<file path="src/rtl/router_pkg.sv">
// Shared definitions for the 4-way address router and its merge (reverse) path.
package router_pkg;

  localparam int NUM_PORTS = 4;

  typedef logic [1:0] port_idx_t;

endpackage

</file>
<file path="src/rtl/rr_arbiter4.sv">
// Combinational 4-way round-robin arbiter: first requester at or after ptr wins.
module rr_arbiter4
  import router_pkg::*;
(
  input  logic [NUM_PORTS-1:0] req,
  input  port_idx_t            ptr,
  output logic                 grant_valid,
  output port_idx_t            grant_idx
);

  port_idx_t idx;

  // Walk from the farthest offset down so the nearest requester overwrites last.
  always_comb begin
    grant_valid = 1'b0;
    grant_idx   = ptr;
    idx         = ptr;
    for (int i = NUM_PORTS - 1; i >= 0; i--) begin
      idx = ptr + port_idx_t'(i);
      if (req[idx]) begin
        grant_valid = 1'b1;
        grant_idx   = idx;
      end
    end
  end

endmodule

</file>
<file path="src/rtl/router_merge.sv">
// Merges four valid/ready streams into one registered, source-tagged stream.
// Optional accepted-beat counter on beat_cnt when ROUTER_MERGE_CNT_EN is defined.
module router_merge
  import router_pkg::*;
#(
  parameter int DATA_WIDTH = 32
`ifdef ROUTER_MERGE_CNT_EN
  ,
  parameter int CNT_WIDTH  = 16
`endif
) (
  input  logic                  clk,
  input  logic                  resetn,
  input  logic [DATA_WIDTH-1:0] din0,
  input  logic [DATA_WIDTH-1:0] din1,
  input  logic [DATA_WIDTH-1:0] din2,
  input  logic [DATA_WIDTH-1:0] din3,
  input  logic                  din_en0,
  input  logic                  din_en1,
  input  logic                  din_en2,
  input  logic                  din_en3,
  output logic                  din_rdy0,
  output logic                  din_rdy1,
  output logic                  din_rdy2,
  output logic                  din_rdy3,
  output logic [DATA_WIDTH-1:0] dout,
  output logic [1:0]            dout_addr,
  output logic                  dout_en,
  input  logic                  dout_ready
`ifdef ROUTER_MERGE_CNT_EN
  ,
  output logic [CNT_WIDTH-1:0]  beat_cnt
`endif
);

  logic [DATA_WIDTH-1:0] dout_q, dout_d;
  port_idx_t             addr_q, addr_d;
  logic                  en_q, en_d;
  port_idx_t             rr_ptr_q, rr_ptr_d;

  logic                  load;
  logic                  grant_valid;
  port_idx_t             grant_idx;
  logic [DATA_WIDTH-1:0] din_sel;

  assign load = !en_q || dout_ready;

  rr_arbiter4 u_arb (
    .req         ({din_en3, din_en2, din_en1, din_en0}),
    .ptr         (rr_ptr_q),
    .grant_valid (grant_valid),
    .grant_idx   (grant_idx)
  );

  // Handshake is gated by resetn so no producer sees an accept during reset.
  assign din_rdy0 = resetn && load && grant_valid && (grant_idx == 2'd0);
  assign din_rdy1 = resetn && load && grant_valid && (grant_idx == 2'd1);
  assign din_rdy2 = resetn && load && grant_valid && (grant_idx == 2'd2);
  assign din_rdy3 = resetn && load && grant_valid && (grant_idx == 2'd3);

  always_comb begin
    case (grant_idx)
      2'd0:    din_sel = din0;
      2'd1:    din_sel = din1;
      2'd2:    din_sel = din2;
      default: din_sel = din3;
    endcase
  end

  always_comb begin
    dout_d   = dout_q;
    addr_d   = addr_q;
    en_d     = en_q;
    rr_ptr_d = rr_ptr_q;
    if (load) begin
      if (grant_valid) begin
        dout_d   = din_sel;
        addr_d   = grant_idx;
        en_d     = 1'b1;
        rr_ptr_d = grant_idx + 2'd1;
      end else begin
        en_d = 1'b0;
      end
    end
  end

  always_ff @(posedge clk or negedge resetn) begin
    if (!resetn) begin
      dout_q   <= '0;
      addr_q   <= '0;
      en_q     <= 1'b0;
      rr_ptr_q <= '0;
    end else begin
      dout_q   <= dout_d;
      addr_q   <= addr_d;
      en_q     <= en_d;
      rr_ptr_q <= rr_ptr_d;
    end
  end

  assign dout      = dout_q;
  assign dout_addr = addr_q;
  assign dout_en   = en_q;

`ifdef ROUTER_MERGE_CNT_EN
  logic [CNT_WIDTH-1:0] beat_cnt_q, beat_cnt_d;

  assign beat_cnt_d = (en_q && dout_ready) ? beat_cnt_q + 1'b1 : beat_cnt_q;

  always_ff @(posedge clk or negedge resetn) begin
    if (!resetn) beat_cnt_q <= '0;
    else         beat_cnt_q <= beat_cnt_d;
  end

  assign beat_cnt = beat_cnt_q;
`endif

endmodule
</file>
<file path="config.mk">
export PLATFORM = sky130hd
export DESIGN_NAME = router_merge
export DESIGN_NICKNAME = d
export VERILOG_FILES = /design/src/rtl/router_pkg.sv /design/src/rtl/rr_arbiter4.sv /design/src/rtl/router_merge.sv
export SDC_FILE = /design/constraint.sdc
export NUM_CORES = 1
export LEC_CHECK = 0
export ABC_CLOCK_PERIOD_IN_PS = 4800
export CAP_MARGIN = 20
export CORE_MARGIN = 4
export CORE_UTILIZATION = 39
export DETAILED_ROUTE_END_ITERATION = 16
export PLACE_DENSITY = 0.87
export SYNTH_ARGS = -nofsm -noshare
export SYNTH_HDL_FRONTEND = slang
export SYNTH_HIERARCHICAL = 1
export SYNTH_SLANG_ARGS = --single-unit
</file>
<file path="constraint.sdc">
create_clock -name clk -period 4.8 [get_ports clk]
set_input_delay 0.72 -clock clk [delete_from_list [all_inputs] [get_ports clk]]
set_output_delay 0.72 -clock clk [all_outputs]
set_load 0.01 [all_outputs]
</file>
# After elaboration in Yosys (flattened, before gate mapping)
# Index checks and enable logic that the tools add are counted.
# word_totals
input_bits	135
ff_bits	37
# op_classes
n_eq_ne	3
addsub	4
order_cmp	4
muxes	18
n_reduce_logical	10
# op_table
op	n
$pmux 32 s3	1
$lt 2x3->1 const B	4
$mux 1	9
$bmux 1 s2	4
$mux 2	4
$logic_and 1x1->1	6
$add 2x1->2 const B	2
$add 2x2->2 const B	2
$eq 2x2->1 const B	2
$eq 2x1->1 const B	1
$logic_not 2->1	1
$reduce_and 2->1	1
$logic_not 1->1	1
$logic_or 1x1->1	1

# Logic depth before layout (Yosys ltp)
# Gate-level depths: netlist of run 1.
# logic_depth
ltp_word	9
ltp_mapped	10
depth_no_buf	8

# Cells and area by module
# The synthesis of run 1 kept the hierarchy.
# modules_own_cells
mod	cells_per_inst	seq_area_each_um2	area_per_inst_um2	n_inst
router_merge	204	925.9	2488.6	1
rr_arbiter4	16	0.0	100.1	1

# Worst setup path before layout of run 1
# Ideal clock, no wire load.
# synth_path
path_type	input -> output
from	in din_en0
to	out din_rdy0
arrival_time_ps	2203
path_buffers	2
slack_ps	1877
path_stages	8
cell_sequence	and2b_2 -> or4_1 -> nand2_1 -> inv_1 -> ha_1 -> clkbuf_1 -> buf_2 -> and3_1
# synth_between
elab_chain_cells	8
elab_cells_between_ends	19
classes_between	mux: 16; reduce/logical: 3
# synth_lines
item	line_no	text
start: declaration	router_merge.sv:18	input logic din_en0,
$bmux 1 s2	rr_arbiter4.sv:20	if (req[idx]) begin
$mux 1 (implied by the code)	rr_arbiter4.sv:20	
$mux 2 (3 in a row)	rr_arbiter4.sv:20	
$mux 2 (*)	rr_arbiter4.sv:20	
net grant_idx[1]	router_merge.sv:43	port_idx_t grant_idx;
$logic_not 2->1 (*)	router_merge.sv:56	assign din_rdy0 = resetn && load && grant_valid && (grant_idx == 2'd0);
$logic_and 1x1->1 (*)	router_merge.sv:56	
end: declaration	router_merge.sv:22	output logic din_rdy0,
# Mark *: on every way through the listed nets, which the timed path passes. The rest lies on a longest branch. The select of a mux whose other input is x is not followed.

# Final worst setup path of run 1
# layout_path
from	in din_en3
to	out din_rdy0
# layout_between
elab_chain_cells	8
elab_cells_between_ends	19
classes_between	mux: 16; reduce/logical: 3
# layout_lines
item	line_no	text
start: declaration	router_merge.sv:21	input logic din_en3,
$bmux 1 s2	rr_arbiter4.sv:20	
$mux 1 (implied by the code)	rr_arbiter4.sv:20	
$mux 2 (3 in a row)	rr_arbiter4.sv:20	
$mux 2 (*)	rr_arbiter4.sv:20	
net grant_idx[1]	router_merge.sv:43	
$logic_not 2->1 (*)	router_merge.sv:56	
$logic_and 1x1->1 (*)	router_merge.sv:56	
# Marks and branches as above.

==> results.sh, run 1 <==
export IMPL_htreeDepth=2
export IMPL_maxSlewViolCount=0
export IMPL_place_congestion=0.7737
export IMPL_syn_inst=220
export IMPL_grt_pass1_vias=2540
export IMPL_hold_viol_final=0
export IMPL_io_buffers=173
export IMPL_drtPass1Iterations=6
export IMPL_grt_pass1_wl_um=12240
export IMPL_synth_cell_types=26
export IMPL_clkTransAtPathRegs_ns=0.07
export IMPL_max_cap_violations=0
export IMPL_fillers=497
export IMPL_clock_latency_ns=0.27
export IMPL_p_per_area_nw_per_um2=481.6
export IMPL_clkSinkCount=37
export IMPL_max_freq_mhz=264.8
export IMPL_via_per_inst=5.288
export IMPL_cpPeakStageDelay_ns=0.55
export IMPL_syn_nets=360
export IMPL_die_x_um=89.47
export IMPL_path_cells="clkdlybuf4s50_1 -> and3b_1 -> or4_1 -> nand2_1 -> inv_1 -> ha_1 -> and3_1 -> clkdlybuf4s50_1"
export IMPL_ys_seq_area_share_pct=35.77
export IMPL_grt_ovfl_total=0
export IMPL_status="finished, final reports clean"
export IMPL_dp_final_hpwl_um=6699
export IMPL_whs_ns=0.3692
export IMPL_cpMostUsedCell="clkdlybuf4s50_1"
export IMPL_postSynthAreaPerCell_um2=11.77
export IMPL_worstSetupStartpointType="primary input"
export IMPL_ios=174
export IMPL_nNetsFinal=527
export IMPL_drt_iter0_drc=152
export IMPL_worstMarginPinSlew_ns=0.6071
export IMPL_drive_above_1_share_pct=14.18
export IMPL_num_antenna_cells=0
export IMPL_period_minus_slack_ns=3.777
export IMPL_wirelength_um=8524
export IMPL_syn_area_um2=2589
export IMPL_syn_to_final_growth_pct=69.41
export IMPL_die_y_um=89.47
export IMPL_cts_buffers=5
export IMPL_core_rowCount=29
export IMPL_critPathRequiredTime_ns=4.08
export IMPL_critPathCaptureType="output port"
export IMPL_antenna_found_initial=0
export IMPL_clockRootBuffer="clkbuf_8"
export IMPL_cts_tree="built"
export IMPL_ant_nets=0
export IMPL_setup_viol=0
export IMPL_fin_crit_sh_pct=78.69
export IMPL_seq_area_um2=925.9
export IMPL_slew_headroom_pct=59.53
export IMPL_yosysWarningCount=6
export IMPL_die_area_um2=8005
export IMPL_start_util_pct=40.54
export IMPL_drc_errors=0
export IMPL_ir_drop_uv=386.1
export IMPL_p_leak_uw=0.001962
export IMPL_core_um2=6386
export IMPL_postCtsHoldBufs=0
export IMPL_grt_max_degree=33
export IMPL_fin_tns_setup_ns=0
export IMPL_crit_fanout=6
export IMPL_clockBufferDepth=2
export IMPL_rsz0062_at_grt="no"
export IMPL_ys_ff_latch=37
export IMPL_cpMaxStageDelayCell="clkdlybuf4s50_1"
export IMPL_hp_class="primary input to async pin"
export IMPL_final_setup_skew_ns=0.004794
export IMPL_cts_resized=0
export IMPL_worstSetupPathType="primary input to output port"
export IMPL_vias=2459
export IMPL_track_usage_pct=20.03
export IMPL_crit_arrival_ns=3.06
export IMPL_multi_input_area_um2=1373
export IMPL_drt_wirelength_per_cell_um=18.33
export IMPL_cts_setup_buffers=0
## cell type report
cell class              instances  area share (%)
repair buffers                180           40.57
inverters                      35           2.996
well taps                      77           2.197
clock buffers                   8           1.826
multi-input cells             128           31.30
flip-flops and latches         37           21.11
## per-layer routing
| metal | global-route usage [%] | part of all wire, % | up-vias |
|---|---|---|---|
| li1 | - | - | 1159 |
| met1 | 22.10 | 37 | 1190 |
| met2 | 38.78 | 53 | 106 |
| met3 | 5.069 | 9.8 | 4 |
| met4 | 3.383 | 0.54 | 0 |
| met5 | 0 | 0 | - |
## cells in the mapped netlist, drive strengths merged
cell type / n / share of area [%]
a21oi: 1 / 0.19
a222oi: 32 / 12
a2bb2oi: 1 / 0.34
and2: 1 / 0.24
and2b: 3 / 0.97
and3: 4 / 0.97
and3b: 1 / 0.34
buf: 19 / 6.1
clkbuf: 1 / 0.14
dfrtp: 37 / 36
ha: 5 / 2.4
inv: 35 / 5.1
mux2: 36 / 20
mux2i: 32 / 12
nand2: 3 / 0.43
nand2b: 2 / 0.77
nor2: 2 / 0.29
nor3: 1 / 0.19
o21ai: 2 / 0.39
o221a: 1 / 0.43
or4: 1 / 0.29
## placed cells by master (no fill, tap or decap), drive strengths merged, types with 2 or more instances in the layout
cell and count:
clkdlybuf4s50 172, dfrtp 37, mux2 36, inv 35
a222oi 32, mux2i 32, buf 8, clkbuf 8
ha 5, and3 4, nand2 3, and2b 3
nor2 2, o21ai 2, nand2b 2
## sequential cells by signal, summed over array words and instances (netlist names)
register / cells
dout_addr: 2
rr_ptr_q: 2
dout_en: 1
dout: 32
## critical path, delay by kind of cell
| family | cells | cell delay [ns] |
|---|---|---|
| adders and majority gates | 1 | 0.20 |
| buffers and inverters | 3 | 1.12 |
| and+or+nand+nor | 4 | 1.01 |
## path summary, 6_finish.rpt
path                                     to  slack (ns)         from  depth (start not counted)
max in group asynchronous          dout[10]        3.79       resetn                          2
worst max-delay path               din_rdy0        1.02      din_en3                          8
worst min register to register      dout[0]        0.51      dout[0]                          1
worst max register to register     dout[22]        1.98  rr_ptr_q[0]                          9
worst min-delay path            rr_ptr_q[0]        0.37       resetn                          1
min in group clk                    dout[0]        0.51      dout[0]                          1
## per-stage QoR
step	worst slack, ns	power [µW]	cell area (µm²)	utilization (%)	instances
floorplan	1.877	1390	2589	-	220
CTS	1.025	2137	4385	68.67	465
detailed placement	1.027	1923	4305	67.42	457
finish	1.023	2112	4385	68.67	465
global placement	1.118	1882	4305	67.42	457
global route	0.8927	2246	4385	68.67	465
## power breakdown
group / internal [µW] / switching, µW / leakage [µW]
sequential: 463 / 88.3 / 0.000449
combinational: 801 / 561 / 0.00147
clock: 103 / 95.8 / 0.0000395
## kinds of logic (layout without fill, tap and decap cells)
group	count (synthesis)	count (layout)	share of synthesized area (%)
multiplexers	68	68	32.24
buffers and inverters	55	223	11.36
AND/OR/NAND/NOR	18	18	4.495
adder cells (fa/ha/maj)	5	5	2.417
flip-flops	37	37	35.77
AO/OA/AOI/OAI	37	37	13.73
(Power assumes the default switching activity.)
==> run 2, diff against run 1 <==
--- a/config.mk
+++ b/config.mk
@@ -5,12 +5,12 @@
 export SDC_FILE = /design/constraint.sdc
 export NUM_CORES = 1
 export LEC_CHECK = 0
-export ABC_CLOCK_PERIOD_IN_PS = 4800
+export ABC_CLOCK_PERIOD_IN_PS = 3950
 export CAP_MARGIN = 20
 export CORE_MARGIN = 4
-export CORE_UTILIZATION = 39
+export CORE_UTILIZATION = 36
 export DETAILED_ROUTE_END_ITERATION = 16
-export PLACE_DENSITY = 0.87
+export PLACE_DENSITY = 0.81
 export SYNTH_ARGS = -nofsm -noshare
 export SYNTH_HDL_FRONTEND = slang
 export SYNTH_HIERARCHICAL = 1
==> constraint.sdc (replaced) <==
create_clock -name clk -period 3.95 [get_ports clk]
set_input_delay 0.5925 -clock clk [delete_from_list [all_inputs] [get_ports clk]]
set_output_delay 0.5925 -clock clk [all_outputs]
set_load 0.01 [all_outputs]
==> run 2 against run 1 <==
  * Count of clock-buffer cells in the layout down 1
  * Via count shrank 1.1%
  * Clock skew is essentially flat
  * Worst hold slack got worse by 0.16 ns
  * Die area increased by 7.6%
  * Global-route usage is 0.88 points lower
  * Power is 22% higher
  * Wire length grew 0.87%
  * Sequential share of layout area fell by 0.18 points
  * Register-to-register slack got worse by 0.78 ns
  * Sequential cell count did not move
  * Critical endpoint unchanged
  * Largest cell class unchanged
  * Largest power group unchanged
  * Highest routed layer unchanged
==> results.sh, run 2 (same netlist as run 1, synthesis figures left out) <==
export IMPL_clkTransAtPathRegs_ns=0.07
export IMPL_ios=174
export IMPL_worstMarginPinSlew_ns=0.3807
export IMPL_mostFrequentLayoutCells="clkdlybuf4s50_1, dfrtp_1, inv_1"
export IMPL_clock_latency_ns=0.27
export IMPL_die_x_um=92.80
export IMPL_worstSetupPathType="primary input to output port"
export IMPL_num_antenna_cells=0
export IMPL_fin_ws_ns=0.4559
export IMPL_clkSinkCount=37
export IMPL_grt_ovfl_total=0
export IMPL_period_minus_slack_ns=3.494
export IMPL_max_cap_violations=0
export IMPL_final_setup_skew_ns=0.004904
export IMPL_seq_area_um2=925.9
export IMPL_via_per_inst=5.025
export IMPL_fillers=577
export IMPL_rsz0062_at_grt="no"
export IMPL_stdcell_area_um2=4423
export IMPL_stdcell_count=484
export IMPL_cpPeakStageDelay_ns=0.55
export IMPL_postCtsHoldBufs=0
export IMPL_track_usage_pct=19.15
export IMPL_largest_register_ffs=32
export IMPL_utilization_pct=64.04
export IMPL_io_buffers=173
export IMPL_grt_max_degree=33
export IMPL_drt_wirelength_per_cell_um=17.76
export IMPL_clockBufferDepth=2
export IMPL_nNetsFinal=528
export IMPL_drive_above_1_share_pct=14.69
export IMPL_syn_to_final_growth_pct=70.86
export IMPL_clockRootBuffer="clkbuf_8"
export IMPL_start_util_pct=37.48
export IMPL_setup_viol=0
export IMPL_cts_buffers=5
export IMPL_multi_input_area_um2=1373
export IMPL_core_rowCount=30
export IMPL_wirelength_um=8598
export IMPL_status="finished, final reports clean"
export IMPL_max_freq_mhz=286.2
export IMPL_grt_pass1_wl_um=13220
export IMPL_place_congestion=0.7465
export IMPL_cp_startpoint="din_en3"
export IMPL_grt_pass1_vias=2649
export IMPL_crit_fanout=6
export IMPL_crit_arrival_ns=2.90
export IMPL_die_area_um2=8612
export IMPL_maxSlewViolCount=0
export IMPL_die_y_um=92.80
export IMPL_vias=2432
export IMPL_r2r_start="rr_ptr_q[0]"
export IMPL_drt_iter0_drc=129
export IMPL_path_cells="clkdlybuf4s50_1 -> and3b_1 -> or4_1 -> nand2_1 -> inv_1 -> ha_1 -> and3_1 -> clkdlybuf4s50_1"
export IMPL_antenna_found_initial=0
export IMPL_core_um2=6907
export IMPL_ant_nets=0
export IMPL_cpMostUsedCell="clkdlybuf4s50_1"
export IMPL_post_place_ws_ns=0.4415
export IMPL_slew_headroom_pct=74.62
export IMPL_dp_final_hpwl_um=6758
export IMPL_drc_errors=0
export IMPL_dpl_cell_area_um2=4337
export IMPL_critPathRequiredTime_ns=3.36
export IMPL_dp_cells=477
export IMPL_drtPass1Iterations=7
export IMPL_fin_crit_sh_pct=88.46
export IMPL_htreeDepth=2
export IMPL_hp_class="primary input to async pin"
export IMPL_critPathCaptureType="output port"
export IMPL_hold_viol_final=0
export IMPL_cts_resized=0
export IMPL_cpMaxStageDelayCell="clkdlybuf4s50_1"
export IMPL_p_per_area_nw_per_um2=584.8
export IMPL_ir_drop_uv=302.7
export IMPL_p_leak_uw=0.001971
export IMPL_worstSetupStartpointType="primary input"
export IMPL_layout_commonest_cell="clkdlybuf4s50_1"
export IMPL_cts_tree="built"
export IMPL_fin_tns_setup_ns=0
export IMPL_cts_setup_buffers=0
run 2: routing by layer:
| layer | GRT usage (%) | up-vias | share of wire [%] |
|---|---|---|---|
| li1 | - | 1157 | - |
| met1 | 22.65 | 1153 | 39 |
| met2 | 35.03 | 116 | 52 |
| met3 | 4.874 | 6 | 8.6 |
| met4 | 3.541 | 0 | 0.90 |
| met5 | 0 | - | 0 |
run 2: cell type report:
class | instances | share of cell area, %
timing repair buffer | 181 | 40.40
tap | 96 | 2.716
multi-input combinational | 128 | 31.03
inverter | 35 | 2.970
sequential | 37 | 20.93
clock buffer | 7 | 1.952
run 2: stage by stage:
step	total power [µW]	hold slack [ns]
after global placement	2301	0.4888
after detailed placement	2346	0.4926
after global routing	2763	0.2338
final	2586	0.2137
after CTS	2618	0.2127
after floorplan	1689	0.2969
run 2: worst paths after layout:
check	end	slack [ns]	depth (start not counted)
setup / recovery	din_rdy0	0.46	8
hold / removal	dout[2]	0.21	1
setup reg to reg	dout[8]	1.20	9
hold reg to reg	dout_addr[1]	0.51	1
max in group asynchronous	dout[29]	3.09	2
min in group clk	dout_addr[1]	0.51	1
run 2: worst max-delay path: cells and delay by family:
kind	cells	cell delay, ns
simple gates	4	0.99
fa+ha+maj	1	0.20
buf+inv	3	1.11
run 2: where the power goes:
| part | internal [µW] | switching (µW) | total [µW] |
|---|---|---|---|
| Combinational | 971 | 688 | 1660 |
| Clock | 138 | 120 | 258 |
| Sequential | 562 | 107 | 670 |
| Total | 1670 | 915 | 2590 |
